### src/rtl/uart_tx_pkg.sv
// Shared types and constants for the UART transmitter: FSM state encoding,
// parity sense selectors and line levels for the start and stop bits.
package uart_tx_pkg;

    typedef enum logic [2:0] {
        IDLE,
        START,
        DATA,
        PARITY,
        STOP
    } tx_state_e;

    localparam int   PARITY_EVEN = 0;
    localparam int   PARITY_ODD  = 1;

    localparam logic START_BIT   = 1'b0;
    localparam logic STOP_BIT    = 1'b1;

endpackage

### src/rtl/uart_tx_parity_calc.sv
// Combinational parity generator: XOR-reduce of the payload, inverted for odd sense.
module uart_tx_parity_calc #(
    parameter int DATA_WIDTH = 8
) (
    input  logic [DATA_WIDTH-1:0] data,
    input  logic                  parity_type,
    output logic                  parity
);

    assign parity = (^data) ^ parity_type;

endmodule

### src/rtl/uart_tx_top.sv
// UART transmitter, one bit per clk: start, DATA_WIDTH bits LSB first, optional parity, stop.
// Optional tx_done stop-bit pulse is compiled in with UART_TX_DONE_PULSE_EN.
module uart_tx_top
    import uart_tx_pkg::*;
#(
    parameter int parity_type = PARITY_EVEN,
    parameter int DATA_WIDTH  = 8
) (
    input  logic                  clk,
    input  logic                  rst,
    input  logic                  data_valid,
    input  logic                  parity_en,
    input  logic [DATA_WIDTH-1:0] P_Data,
    output logic                  TX_OUT,
    output logic                  busy,
    output tx_state_e             state_dbg
`ifdef UART_TX_DONE_PULSE_EN
    ,
    output logic                  tx_done
`endif
);

    localparam int              CNT_W     = $clog2(DATA_WIDTH);
    localparam logic            PAR_SENSE = (parity_type == PARITY_ODD);
    localparam logic [CNT_W-1:0] LAST_BIT = CNT_W'(DATA_WIDTH - 1);

    tx_state_e             state_q, state_n;
    logic [DATA_WIDTH-1:0] shift_q, shift_n;
    logic [CNT_W-1:0]      bit_cnt_q, bit_cnt_n;
    logic                  par_en_q, par_en_n;
    logic                  par_bit_q, par_bit_n;
    logic                  par_calc;
    logic                  tx_out_n;
    logic                  busy_n;

    uart_tx_parity_calc #(
        .DATA_WIDTH (DATA_WIDTH)
    ) u_parity_calc (
        .data        (P_Data),
        .parity_type (PAR_SENSE),
        .parity      (par_calc)
    );

    // tx_out_n is the level the line takes after this edge, so TX_OUT stays a flop.
    always_comb begin
        state_n   = state_q;
        shift_n   = shift_q;
        bit_cnt_n = bit_cnt_q;
        par_en_n  = par_en_q;
        par_bit_n = par_bit_q;
        tx_out_n  = STOP_BIT;
        case (state_q)
            IDLE, STOP: begin
                if (data_valid) begin
                    state_n   = START;
                    shift_n   = P_Data;
                    par_en_n  = parity_en;
                    par_bit_n = par_calc;
                    tx_out_n  = START_BIT;
                end else begin
                    state_n   = IDLE;
                end
            end
            START: begin
                state_n   = DATA;
                tx_out_n  = shift_q[0];
                shift_n   = shift_q >> 1;
                bit_cnt_n = '0;
            end
            DATA: begin
                if (bit_cnt_q == LAST_BIT) begin
                    bit_cnt_n = '0;
                    if (par_en_q) begin
                        state_n  = PARITY;
                        tx_out_n = par_bit_q;
                    end else begin
                        state_n  = STOP;
                        tx_out_n = STOP_BIT;
                    end
                end else begin
                    bit_cnt_n = bit_cnt_q + CNT_W'(1);
                    tx_out_n  = shift_q[0];
                    shift_n   = shift_q >> 1;
                end
            end
            PARITY: begin
                state_n  = STOP;
                tx_out_n = STOP_BIT;
            end
            default: begin
                state_n  = IDLE;
                tx_out_n = STOP_BIT;
            end
        endcase
        busy_n = (state_n != IDLE);
    end

    always_ff @(posedge clk or negedge rst) begin
        if (!rst) begin
            state_q   <= IDLE;
            shift_q   <= '0;
            bit_cnt_q <= '0;
            par_en_q  <= 1'b0;
            par_bit_q <= 1'b0;
            TX_OUT    <= STOP_BIT;
            busy      <= 1'b0;
        end else begin
            state_q   <= state_n;
            shift_q   <= shift_n;
            bit_cnt_q <= bit_cnt_n;
            par_en_q  <= par_en_n;
            par_bit_q <= par_bit_n;
            TX_OUT    <= tx_out_n;
            busy      <= busy_n;
        end
    end

`ifdef UART_TX_DONE_PULSE_EN
    always_ff @(posedge clk or negedge rst) begin
        if (!rst) begin
            tx_done <= 1'b0;
        end else begin
            tx_done <= (state_n == STOP);
        end
    end
`endif

    assign state_dbg = state_q;

endmodule

### config.mk
export PLATFORM = sky130hd
export DESIGN_NAME = uart_tx_top
export DESIGN_NICKNAME = d
export VERILOG_FILES = /design/src/rtl/uart_tx_pkg.sv /design/src/rtl/uart_tx_parity_calc.sv /design/src/rtl/uart_tx_top.sv
export SDC_FILE = /design/constraint.sdc
export NUM_CORES = 1
export LEC_CHECK = 0
export CORE_MARGIN = 1.5
export CORE_UTILIZATION = 40
export DETAILED_ROUTE_END_ITERATION = 8
export GPL_TIMING_DRIVEN = 0
export MAX_ROUTING_LAYER = met4
export PLACE_DENSITY = 0.67
export SLEW_MARGIN = 20
export SYNTH_ARGS = -nofsm -noshare
export SYNTH_HDL_FRONTEND = slang
export SYNTH_SLANG_ARGS = --single-unit
### constraint.sdc
create_clock -name clk -period 2.5 [get_ports clk]
set_input_delay 0.375 -clock clk [delete_from_list [all_inputs] [get_ports clk]]
set_output_delay 0.375 -clock clk [all_outputs]
set_load 0.1 [all_outputs]
==> results.toml <==
[status]
run_status = "finished, final reports clean"

[global_route]
grt_max_degree = 19
grt_pass1_wl_um = 3230
grtUsageTotal = 0.164
grt_pass1_vias = 715
antenna_found_initial = 0
grt_overflow = 0

[clock_network]
post-cts-setup-buffers = 0
cts-root-buf = "clkbuf_4"
cts_resized = 0
hold_buffers = 0
cts_tree = "built"
htree_levels = 1
cts_buffers = 3
cts.sinks = 18
path_clk_slew_ps = 110
cts.path.max_buffers = 2
insertion_delay_ps = 300

[floorplanning]
die_h_um = 52.9
die_w_um = 52.9
num_io_pins = 17
core_sq_um = 2280
dieArea_sq_um = 2800
rows = 17
initial_core_util = 0.438

[finish]
register_area_sq_um = 452
area_growth_pct = 22.2
instances_no_fill = 143
fillers = 209
layout_commonest_cell = "dfrtp_1"
drive_above_1_share = 0.148
diodes = 0
nNetsFinal = 130
multi_input_area_sq_um = 497
mostFrequentLayoutCells = "17 x dfrtp_1, 16 x clkdlybuf4s50_1, 14 x nand2_1"
utilization = 0.535

[critical_path]
path_buf_inv = 1
crit_path_end_kind = "output port"
cp_cell_sequence = "clkdlybuf4s50_1"
critPathRequiredTime_ps = 2120
cpLargestDelayFamily = "buffers and inverters"
critical_path_arrival_ps = 2010
crit_type = "reg2out"
path_depth = 1
cp-start-kind = "register"
cp_max_fo = 5
cpPeakStageDelay_ps = 1190
cp_slowest_cell = "clkdlybuf4s50_1"
r2r_cells = 7

[timing]
setup_tns_ps = 0
setup_viol_count_final = 0
finalCriticalPeriod_ps = 2380
fmax_mhz = 420
relSlewSlack = 0.351
final-max-slew-violation-count = 0
hold_viol_final = 0
fin_ws_ps = 119
min_period_over_period = 0.953
clock_skew_ps = 10.4
rsz0062_at_grt = "false"
max_slew.worst_pin.slew_ps = 970

[route]
drt_wl_total_um = 1800
vias_per_cell = 5.24
wl_per_cell_um = 12.6
drcViolationCount = 0
vias = 749
first_pass_iters = 5
drt-initial-drc-count = 13
ant_nets = 0

[synth]
yosys-top-cells-area = "dfrtp_1 43%, mux2i_1 7.0%, xnor2_1 6.1%"
ys.warnings.count = 0
ys_types = 30
yosys.area.top_type = "dfrtp_1"
yosysTopAreaCellShare = 0.427
synth_seq_cells = 18
synth_fp_nets = 109
synth_cells = 95
yosysSeqAreaShare = 0.453
syn_avg_cell_area_sq_um = 10.5
syn_area_sq_um = 997

[placement]
gp_congestion = 0.768
dp_cells = 139
numPortBuffers = 16
dp_slack_ps = 461
dpl.hpwl_um = 1350

[pwr]
p_leak_nw = 0.513
powerDensity_nw_per_um2 = 1370
ir_drop_mv = 0.879

[min_path]
hp-class = "reg2reg"
hold_depth = 2

[run]
maxCapViolations = 0
[power by group]
part	switching [mW]	total [mW]	internal, mW	leakage (nW)
Clock	0.0938	0.156	0.0621	0.0150
Combinational	0.628	1.01	0.379	0.276
Sequential	0.0807	0.512	0.431	0.222
[path summary, 6_finish.rpt]
kind | startpoint | to | slack (ps)
worst max-delay path | state_dbg[0] | state_dbg[0] | 120
worst min-delay path | shift_q[5] | shift_q[5] | 490
worst max register to register | bit_cnt_q[0] | shift_q[4] | 730
worst min register to register | shift_q[5] | shift_q[5] | 490
max in group asynchronous | rst | shift_q[0] | 1460
min in group asynchronous | rst | busy | 530
[routing by layer]
layer	vias to the layer above	share of wire	global-route usage
met3	4	0.033	0.0367
met4	0	0.020	0.0812
met5	-	0	-
met2	14	0.47	0.240
li1	370	-	-
met1	361	0.47	0.214
[Yosys cell counts]
cell type and n:
a211o_1 1, a21o_1 1, a21oi_1 5, a22oi_1 2
a311oi_1 1, buf_4 2, buf_6 2, dfrtp_1 17
dfstp_2 1, ha_1 2, inv_1 1, inv_2 2
mux2i_1 7, nand2_1 14, nand2b_1 2, nand3_1 1
nor2_1 3, nor2_8 1, nor2b_1 2, nor3_1 1
nor3b_4 1, nor4_1 1, o21ai_0 2, o21ai_1 9
o21ai_2 3, o22ai_1 1, o31ai_4 1, or3_1 1
xnor2_1 7, xnor2_2 1
[per-stage QoR]
step / hold WS, ps / cell area (sq um) / total power [mW]
after CTS: 490 / 1220 / 1.69
final: 485 / 1220 / 1.68
after floorplan: 79.4 / 997 / 1.33
after global routing: 523 / 1220 / 1.82
after detailed placement: 467 / 1190 / 1.53
after global placement: 463 / 1190 / 1.51
[sequential cells by signal (all words and copies together) (netlist names)]
name	count
state_dbg	3
par_en_q	1
busy	1
par_bit_q	1
TX_OUT	1
bit_cnt_q	3
shift_q	8
[final cells by class]
type,count,area share
Timing Repair Buffer,16,0.131
Sequential cell,18,0.371
Buffer,4,0.0308
Inverter,3,0.00924
Multi-Input combinational cell,70,0.408
Tap cell,28,0.0287
Clock buffer,4,0.0216
[cells by family (layout without fill, tap and decap cells)]
group | after synthesis | count (layout) | synth area share
AO/OA/AOI/OAI | 26 | 26 | 0.174
AND/OR/NAND/NOR | 27 | 27 | 0.151
XOR/XNOR | 8 | 8 | 0.0778
flip-flops | 18 | 18 | 0.453
multiplexers | 7 | 7 | 0.0703
buffers and inverters | 7 | 27 | 0.0489
adder cells (fa/ha/maj) | 2 | 2 | 0.0251
No activity file was read; power rests on OpenSTA's default activity.
